`src/rtl/flow_step_ctrl_pkg.sv`:
```
// Shared types and defaults for the rotating-LED pacing controller.
package flow_pkg;

  typedef enum logic [0:0] {
    ST_RUN   = 1'b0,
    ST_PAUSE = 1'b1
  } state_e;

  localparam int SPEED_W = 2;

  localparam logic DIR_TO_LSB = 1'b0;
  localparam logic DIR_TO_MSB = 1'b1;

  localparam int DEF_BASE_DIV  = 50_000_000;
  localparam int DEF_DB_CYCLES = 1_000_000;

endpackage

```
`src/rtl/flow_step_ctrl_btn_debounce.sv`:
```
// Pushbutton conditioner: 2-flop synchronizer, stable-level debouncer and
// a one-cycle press pulse on each accepted 0->1 transition.
module btn_debounce #(
  parameter int DB_CYCLES = 1_000_000,
  parameter int DB_WIDTH  = 20
) (
  input  logic clk,
  input  logic rst,
  input  logic raw,
  output logic level,
  output logic press
);

  logic                s1;
  logic                sync;
  logic [DB_WIDTH-1:0] cnt;
  logic                accept;

  // Accept once the synced input has disagreed for DB_CYCLES consecutive cycles.
  assign accept = (sync != level) && (cnt == DB_WIDTH'(DB_CYCLES - 1));

  always_ff @(posedge clk or posedge rst) begin
    if (rst) begin
      s1    <= 1'b0;
      sync  <= 1'b0;
      level <= 1'b0;
      cnt   <= '0;
      press <= 1'b0;
    end else begin
      s1    <= raw;
      sync  <= s1;
      press <= accept && sync;
      if (sync == level) begin
        cnt <= '0;
      end else if (accept) begin
        level <= sync;
        cnt   <= '0;
      end else begin
        cnt <= cnt + DB_WIDTH'(1);
      end
    end
  end

endmodule

```
`src/rtl/flow_step_ctrl.sv`:
```
// Step-strobe pacing for the rotating-LED shifter: run/pause, direction and
// four rates. Define SINGLE_STEP_EN to add the btn_step single-step button.
module flow_step_ctrl
  import flow_pkg::*;
#(
  parameter int BASE_DIV  = DEF_BASE_DIV,
  parameter int DIV_WIDTH = 26,
  parameter int DB_CYCLES = DEF_DB_CYCLES,
  parameter int DB_WIDTH  = 20
) (
  input  logic               clk,
  input  logic               rst,
  input  logic               btn_pause,
  input  logic               btn_dir,
  input  logic [SPEED_W-1:0] speed,
`ifdef SINGLE_STEP_EN
  input  logic               btn_step,
`endif
  output logic               step,
  output logic               dir,
  output logic               running
);

  localparam logic [DIV_WIDTH-1:0] BASE = DIV_WIDTH'(BASE_DIV);

  state_e               state;
  state_e               state_next;
  logic                 pause_level;
  logic                 pause_press;
  logic                 dir_level;
  logic                 dir_press;
  logic [SPEED_W-1:0]   speed_s1;
  logic [SPEED_W-1:0]   speed_sync;
  logic [DIV_WIDTH-1:0] count;
  logic [DIV_WIDTH-1:0] period;
  logic [DIV_WIDTH-1:0] period_next;
  logic                 advance;
  logic                 terminal;
  logic                 run_step;
  logic                 single_step;
  logic                 unused_levels;

  btn_debounce #(.DB_CYCLES(DB_CYCLES), .DB_WIDTH(DB_WIDTH)) u_db_pause (
    .clk   (clk),
    .rst   (rst),
    .raw   (btn_pause),
    .level (pause_level),
    .press (pause_press)
  );

  btn_debounce #(.DB_CYCLES(DB_CYCLES), .DB_WIDTH(DB_WIDTH)) u_db_dir (
    .clk   (clk),
    .rst   (rst),
    .raw   (btn_dir),
    .level (dir_level),
    .press (dir_press)
  );

  always_ff @(posedge clk or posedge rst) begin
    if (rst) begin
      speed_s1   <= '0;
      speed_sync <= '0;
    end else begin
      speed_s1   <= speed;
      speed_sync <= speed_s1;
    end
  end

  always_comb begin
    state_next = state;
    case (state)
      ST_RUN:   if (pause_press) state_next = ST_PAUSE;
      ST_PAUSE: if (pause_press) state_next = ST_RUN;
      default:  state_next = ST_RUN;
    endcase
  end

  always_ff @(posedge clk or posedge rst) begin
    if (rst) begin
      state <= ST_RUN;
      dir   <= DIR_TO_LSB;
    end else begin
      state <= state_next;
      if (dir_press) dir <= ~dir;
    end
  end

  assign running = (state == ST_RUN);

  // A pause press freezes the count on its own cycle, so a press landing on
  // the terminal count leaves it at period-1 and the step fires on resume.
  assign period_next = BASE >> speed_sync;
  assign advance     = (state == ST_RUN) && !pause_press;
  assign terminal    = (count == period - DIV_WIDTH'(1));
  assign run_step    = advance && terminal;

  always_ff @(posedge clk or posedge rst) begin
    if (rst) begin
      count  <= '0;
      period <= BASE;
    end else if (advance) begin
      if (terminal) begin
        count  <= '0;
        period <= period_next;
      end else begin
        count <= count + DIV_WIDTH'(1);
      end
    end
  end

`ifdef SINGLE_STEP_EN
  logic step_level;
  logic step_press;
  logic single_q;

  btn_debounce #(.DB_CYCLES(DB_CYCLES), .DB_WIDTH(DB_WIDTH)) u_db_step (
    .clk   (clk),
    .rst   (rst),
    .raw   (btn_step),
    .level (step_level),
    .press (step_press)
  );

  always_ff @(posedge clk or posedge rst) begin
    if (rst) single_q <= 1'b0;
    else     single_q <= step_press && (state == ST_PAUSE);
  end

  assign single_step   = single_q;
  assign unused_levels = ^{pause_level, dir_level, step_level};
`else
  assign single_step   = 1'b0;
  assign unused_levels = ^{pause_level, dir_level};
`endif

  assign step = run_step | single_step;

endmodule

```
`config.mk`:
```
export PLATFORM = sky130hd
export DESIGN_NAME = flow_step_ctrl
export DESIGN_NICKNAME = d
export VERILOG_FILES = /design/src/rtl/flow_step_ctrl_pkg.sv /design/src/rtl/flow_step_ctrl_btn_debounce.sv /design/src/rtl/flow_step_ctrl.sv
export SDC_FILE = /design/constraint.sdc
export NUM_CORES = 1
export LEC_CHECK = 0
export CAP_MARGIN = 30
export CORE_MARGIN = 8
export CORE_UTILIZATION = 62
export DETAILED_ROUTE_END_ITERATION = 16
export HOLD_SLACK_MARGIN = 0.05
export PLACE_DENSITY = 0.79
export SETUP_SLACK_MARGIN = 0.05
export SYNTH_ARGS = -nofsm -noshare
export SYNTH_HDL_FRONTEND = slang
export SYNTH_HIERARCHICAL = 1
export SYNTH_SLANG_ARGS = --single-unit
```
`constraint.sdc`:
```
create_clock -name clk -period 3.47 [get_ports clk]
set_input_delay 0.694 -clock clk [delete_from_list [all_inputs] [get_ports clk]]
set_output_delay 0.694 -clock clk [all_outputs]
set_load 0.1 [all_outputs]
```
# [After elaboration in Yosys (flattened, before gate mapping)]
# Cells that the tools add are included.
# W data, S select, Z words.
[totals] reg_bits=106 latch_bits=0 ramBits=0 rom_bits=0 in_bits=6 out_inout_bits=3 elab_cells=50 memories=0
[op_classes] add_sub_neg=4 multipliers=0 div_mod_pow=0 n_lt_le_gt_ge=0 eq_ne=7 shifts=1 muxes=8 n_bitwise=4 n_reduce_logical=10
[op_table] op="$mux W20" count=4
[op_table] op="$add A20 B1 Y20 const B" count=2
[op_table] op="$eq A20 B20 Y1 const B" count=2
[op_table] op="$add A26 B1 Y26 const B" count=1
[op_table] op="$eq A26 B26 Y1" count=1
[op_table] op="$mux W26" count=1
[op_table] op="$shr A26 B2 Y26 const A" count=1
[op_table] op="$sub A26 B1 Y26 const B" count=1
[op_table] op="$logic_and A1 B1 Y1" count=6
[op_table] op="$reduce_and A2 Y1" count=3
[op_table] op="$not A1 Y1" count=4
[op_table] op="$eq A1 B1 Y1" count=2
[op_table] op="$mux W1" count=2
[op_table] op="$ne A1 B1 Y1" count=2
[op_table] op="$pmux W1 S2" count=1
[op_table] op="$logic_not A1 Y1" count=1

# [Logic depth before layout (Yosys ltp)]
# Gate-level depths: netlist of the first run.
[depth] ltp_word=4 mapped_depth=12 ltp_nobuf=8

# [Cells and area by module]
# The synthesis of the first run kept the hierarchy.
[by_module_without_submodules] module="btn_debounce" instances=2 cells_each=110 area_each_um2=1169.9 seq_area_each_um2=600.6
[by_module_without_submodules] module="flow_step_ctrl" instances=1 cells_each=233 area_each_um2=2337.2 seq_area_each_um2=1082.3

# [Worst setup path after synthesis of the first run]
# OpenSTA, ideal clock, no wires.
[synth_timing] path_type="register to output" start="reg period[9]" end="out step" arrival_time_ns=2.660 t_required_ns=2.776 slack_ns=0.116 stages_incl_launch_ff=12 path_buffers=4 cell_sequence="dfrtp_1 -> buf_2 -> inv_1 -> ha_1 -> buf_4 -> or3b_1 -> or4b_1 -> o32a_1 -> o31a_1 -> nor4_4 -> buf_6 -> buf_6"
[synth_via] elab_chain_cells=3
[synth_rtl] element="start: declaration" line_no="flow_step_ctrl.sv:35" source="logic [DIV_WIDTH-1:0] period;"
[synth_rtl] element="start signal: assignment" line_no="flow_step_ctrl.sv:104" source="period <= period_next;"
[synth_rtl] element="$sub A26 B1 Y26" line_no="flow_step_ctrl.sv:94" source="assign terminal = (count == period - DIV_WIDTH'(1));"
[synth_rtl] element="$eq A26 B26 Y1" line_no="flow_step_ctrl.sv:94"
[synth_rtl] element="$logic_and A1 B1 Y1" line_no="flow_step_ctrl.sv:95" source="assign run_step = advance && terminal;"
[synth_rtl] element="end: declaration" line_no="flow_step_ctrl.sv:19" source="output logic step,"
# No other way between the ends.

# [Final worst setup path of the first run]
# Same ends and word-level chain as after synthesis.

==> impl_metrics.ini, run 1 <==
[critical_path]
worstPathCellList = inv_2, ha_4, or3b_4, or4b_4, o32a_1, o31a_1, nor4_4, buf_12
crit_path_end_kind = output pin
worst-r2r-setup-slack_ns = 0.50
crit_required_ns = 2.78
crit_slowest_cell = or4b_4
worstSetupStartpointType = flop
cp_data_arrival_time_ns = 2.63
slowest_delay_ns = 0.52
cp_max_fo = 2
worstSetupPathType = flop to output pin

[clock_tree]
clkLatencyLatePin_ns = 0.35
cts_buffers = 9
cts_tree = built
cts_max_level = 3
clockRootBuffer = clkbuf_8
cts_buffer_depth = 2
clock_sinks = 91
cts.clk_slew.worst_paths_ns = 0.09

[drt]
wire_per_inst_um = 15.4
drc = 0
totalWireLength_mm = 8.76
dr.pass1.iters = 4
vias_per_cell = 5.85
ant_nets = 0
via_count = 3335
drt_iter0_markers = 159

[timing]
skew_ns = 0.00510
rsz0062_at_grt = no
max_freq_ghz = 0.301
drv_slew = 0
final.setup.tns_ns = 0
worst_slew_pin_slew_ns = 0.996
finalHoldViolations = 0
period_share_pct = 95.7
fin_crit_ns = 3.32
slew_headroom_pct = 33.4
finalSetupViolations = 0

[yosys]
synth_top_flop_cell = dfrtp_1
ys_seq_area_share_pct = 48.8
synth.distinct_cells = 56
synth_fp_nets = 464
syn_area_per_cell_um2 = 10.3
synth_area_um2 = 4680
synth-async-reset-ratio_pct = 100
yosysWarnings = 6
yosys_register_bits = 91
synth_edf_count = 0
synth_cells = 453

[power_and_ir_drop]
p_int_mw = 1.36
leakage_nw = 2.12
power.switching_uw = 441
p_clk_share_pct = 37.1
ir_worst_vdd_mv = 0.360
pwr-share-comb_pct = 3.0
switching_share_pct = 24.5
p_seq_share_pct = 59.9
pwr_density_cell_nw_per_um2 = 356

[floorplan]
die-area_um2 = 10600
die_y_um = 103
core_area_um2 = 7290
initial_core_util_pct = 64.1
io_pins = 9
die_w_um = 103
rows = 31

[placed_design]
portBuffers = 8
dp_hpwl_mm = 6.10
dp_cells = 550
gp_congestion = 0.851

[outcome]
outcome = completed

[cells_and_area]
post_layout_nonfiller_instances = 570
area_growth_pct = 8.16
drive_gt1_share_pct = 13.8
num_antenna_cells = 0
nets = 477

[global_routing]
grt_use_total_pct = 18.5
antenna_found_initial = 0
grt_pass1_vias = 3388
grt_pass1_wl_mm = 15.4
grt.overflow.total = 0
grt_start_max_net_pins = 32

[flow_run]
maxCapViolCount = 0

[hold_path]
hold_path_class = flop to flop
## layer usage
metal | routed length, um | global-route usage [%]
met4 | 160 | 6.34
met2 | 4310 | 30.7
met3 | 234 | 4.12
met5 | 0 | 0
met1 | 4060 | 23.3
## synthesized netlist by cell type, drive strengths merged, types with 10 or more instances
cell type / n / area, um2
a21oi: 16 / 80.1
buf: 11 / 95.1
dfrtp: 86 / 2150
nand3: 29 / 165
nor2: 57 / 214
nor4: 10 / 77.6
nand2: 32 / 120
nand4: 12 / 87.6
inv: 18 / 67.6
o21ai: 13 / 65.1
xor2: 28 / 245
xnor2: 34 / 298
or3: 12 / 87.6
## placed cells by master, fill, tap and decap left out, types with 5 or more instances in the layout
cell type,count
clkdlybuf4s50_1,6
nor4_1,9
nor3_1,9
xnor2_1,34
xor2_1,28
dfstp_2,5
mux2i_1,6
buf_4,8
o21ai_0,13
and3_1,7
nand3_1,25
or3_1,8
dfrtp_1,84
and4_1,7
clkbuf_8,9
a21oi_1,16
nand2_1,32
nand4_1,10
or4_1,5
nor2_1,57
o31ai_1,5
inv_1,15
## path summary, 6_finish.rpt
kind / cells after the start / end / from
setup reg to reg: 9 / period[9]$_DFFE_PP0P_ / period[9]$_DFFE_PP0P_
max in group asynchronous: 2 / u_db_dir/cnt[10]$_DFF_PP0_ / rst
setup / recovery: 8 / step / period[9]$_DFFE_PP0P_
min in group asynchronous: 2 / count[0]$_DFFE_PP0P_ / rst
hold reg to reg: 0 / u_db_dir/sync$_DFF_PP0_ / u_db_dir/s1$_DFF_PP0_
hold / removal: 0 / u_db_dir/sync$_DFF_PP0_ / u_db_dir/s1$_DFF_PP0_
## critical path: cells and delay by family (launching register included)
kind	cells	cell delay, ns
adders and majority gates	1	0.13
DFF	1	0.43
AOI/OAI and AO/OA	2	0.30
buffers and inverters	2	0.30
and+or+nand+nor	3	1.11
## kinds of logic (layout without fill, tap and decap cells)
kind of cell	after synthesis	after routing	synth area share, %
and+or+nand+nor	203	203	23.9
DFF	91	91	48.8
xor gates and xnor gates	62	62	11.6
AOI/OAI and AO/OA	46	46	7.04
buffers and inverters	32	50	3.72
muxes	14	14	3.53
adders and majority gates	5	5	1.34
## final cells by class
cell class / count / area (um2)
clock inverters: 7 / 58.8
flip-flops and latches: 91 / 2290
clock buffers: 9 / 124
well taps: 99 / 124
fillers: 577 / 2230
multi-input cells: 330 / 2240
repair buffers: 16 / 160
inverters: 18 / 67.6
## state kept, by name, indices dropped and copies added (netlist names)
register          count
u_db_dir/level        1
u_db_dir/press        1
u_db_pause/press      1
u_db_dir/sync         1
u_db_dir/cnt         20
speed_s1              2
count                26
u_db_pause/s1         1
state                 1
u_db_pause/cnt       20
dir                   1
speed_sync            2
period               11
u_db_pause/sync       1
u_db_pause/level      1
u_db_dir/s1           1
## through the flow
stage | utilization [%] | area (um2) | hold slack, ns | worst slack [ns] | power [mW]
2_1_floorplan | - | 4680 | 0.331 | 0.116 | 1.13
3_3_place_gp | 65.9 | 4800 | 0.334 | 0.497 | 1.15
3_5_place_dp | 66.2 | 4820 | 0.339 | 0.403 | 1.16
4_1_cts | 69.3 | 5050 | 0.362 | 0.0480 | 1.82
5_1_grt | 69.4 | 5060 | 0.380 | 0.0551 | 1.88
6_report | 69.4 | 5060 | 0.361 | 0.150 | 1.80
## what timing repair did
action | CTS | global route
endpoints found under the setup margin | 1 | 1
setup buffers | 4 | 0
pin swaps | 3 | 1
gates resized for setup | 6 | 2
hold buffers | 0 | 0
## power by group through the flow
stage,clock (mW),sequential (mW),combinational (mW)
final,0.669,1.08,0.0534
after global routing,0.735,1.08,0.0625
after CTS,0.686,1.08,0.0556
after detailed placement,0,1.10,0.0558
after global placement,0,1.10,0.0514
after floorplan,0,1.10,0.0376
(Power assumes the default switching activity.)
==> inputs of run 2 (changes only) <==
--- a/config.mk
+++ b/config.mk
@@ -7,5 +7,4 @@
 export LEC_CHECK = 0
 export CAP_MARGIN = 30
-export CORE_MARGIN = 8
 export CORE_UTILIZATION = 62
 export DETAILED_ROUTE_END_ITERATION = 16
==> constraint.sdc (replaced) <==
create_clock -name clk -period 3.47 [get_ports clk]
set_input_delay 0.8675 -clock clk [delete_from_list [all_inputs] [get_ports clk]]
set_output_delay 0.8675 -clock clk [all_outputs]
set_load 0.1 [all_outputs]
==> impl_metrics.ini, run 2 (synthesized netlist as in run 1, its figures left out) <==
[clock_tree]
clkLatencyLatePin_ns = 0.36
cts_max_level = 3
cts_tree = built
clockRootBuffer = clkbuf_8
cts.clk_slew.worst_paths_ns = 0.10
cts_buffers = 9
clock_sinks = 91
cts_buffer_depth = 2

[drt]
dr.pass1.iters = 4
drt_iter0_markers = 119
via_count = 3306
ant_nets = 0
drc = 0
wire_per_inst_um = 15.1
vias_per_cell = 5.81
totalWireLength_mm = 8.60

[critical_path]
crit_path_end_kind = output pin
crit_required_ns = 2.60
worst-r2r-setup-slack_ns = 0.43
slowest_delay_ns = 0.47
rr_worst_depth = 10
cp_data_arrival_time_ns = 2.60
cp_top_family = simple AND/OR/NAND/NOR gates
critPathBufInv = 2
rr_startpoint = period[5]$_DFFE_PP0P_
worstPathCellList = inv_2, ha_4, or3b_4, or4b_1, o32a_1, o31a_1, nor4_4, buf_12
cp_max_fo = 2
crit_slowest_cell = or4b_1
worstSetupPathType = flop to output pin
r2r-end = period[10]$_DFFE_PP0P_
worstSetupStartpointType = flop

[cells_and_area]
num-fill-cells = 548
drive_gt1_share_pct = 13.4
final_area_um2 = 5050
regMostFlops = count
post_layout_nonfiller_instances = 569
area_growth_pct = 7.97
nets = 476
final_util_pct = 69.6
final_common_cell = dfrtp_1
mostFrequentLayoutCells = dfrtp_1 (85), nor2_1 (57), xnor2_1 (34)
largest_reg_flops = 26
top_regs = count (26), u_db_dir/cnt (20), u_db_pause/cnt (20)
num_antenna_cells = 0

[timing]
finalSetupViolations = 1
rsz0062_at_grt = yes
skew_ns = 0.0150
fin_ws_ns = -0.00245
final.setup.tns_ns = -0.00245
slew_headroom_pct = 32.7
finalHoldViolations = 0
hold_ws_ns = 0.359
period_share_pct = 100
max_freq_ghz = 0.288
fin_crit_ns = 3.47
worst_slew_pin_slew_ns = 1.01
drv_slew = 0

[power_and_ir_drop]
finalPower_mw = 1.80
ir_worst_vdd_mv = 0.314
leakage_nw = 2.12
pwr_density_cell_nw_per_um2 = 357

[floorplan]
io_pins = 9
initial_core_util_pct = 64.5
core_area_um2 = 7250
die_y_um = 88.9
die-area_um2 = 7900
die_w_um = 88.9
rows = 31

[global_routing]
grt_use_total_pct = 24.1
grt_start_max_net_pins = 44
antenna_found_initial = 0
grt_pass1_vias = 3274
grt.overflow.total = 0
grt_pass1_wl_mm = 14.6

[outcome]
violations = negative setup slack
outcome = finished, violations left

[placed_design]
dp_cells = 550
gp_congestion = 0.826
dp_hpwl_mm = 5.99
place_ws_ns = 0.272
portBuffers = 8
placedInstanceArea_um2 = 4820

[flow_run]
maxCapViolCount = 0

[hold_path]
holdPathEnd = u_db_pause/sync$_DFF_PP0_
hold_path_class = flop to flop
hp-start = u_db_pause/s1$_DFF_PP0_
holdPathStages = 0
-- run 2: per-layer routing --
layer	up-vias	track usage, %	share of wire, %
met5	-	0	0
met4	0	6.74	1.7
met3	11	5.88	2.7
met2	53	40.5	49
met1	1638	31.1	47
li1	1604	-	-
-- run 2: report_power, final --
part           internal, mW  switching [mW]  total (mW)
Clock                 0.276           0.395       0.671
Combinational        0.0176          0.0354      0.0530
Sequential             1.07         0.00859        1.08
-- run 2: area by class of cell --
class / count / area (um2) / share of cell area, %
clock buffers: 10 / 128 / 2.53
clock inverters: 6 / 55.1 / 1.09
inverters: 18 / 67.6 / 1.34
multi-input cells: 330 / 2240 / 44.4
flip-flops and latches: 91 / 2280 / 45.2
well taps: 99 / 124 / 2.45
repair buffers: 15 / 150 / 2.97
-- run 2: repair_timing --
action	4_1_cts	5_1_grt
pin swaps	3	2
gates resized for setup	4	3
hold buffers	0	0
setup buffers	2	1
endpoints found under the setup margin	1	1
-- run 2: how the worst max path moves through the flow --
stage / start / endpoint / cells past startpoint
5_1_grt: period[5]$_DFFE_PP0P_ / step / 8
3_3_place_gp: period[5]$_DFFE_PP0P_ / step / 8
4_1_cts: period[5]$_DFFE_PP0P_ / step / 8
2_1_floorplan: period[9]$_DFFE_PP0P_ / step / 11
6_report: period[5]$_DFFE_PP0P_ / step / 8
3_5_place_dp: period[5]$_DFFE_PP0P_ / step / 8
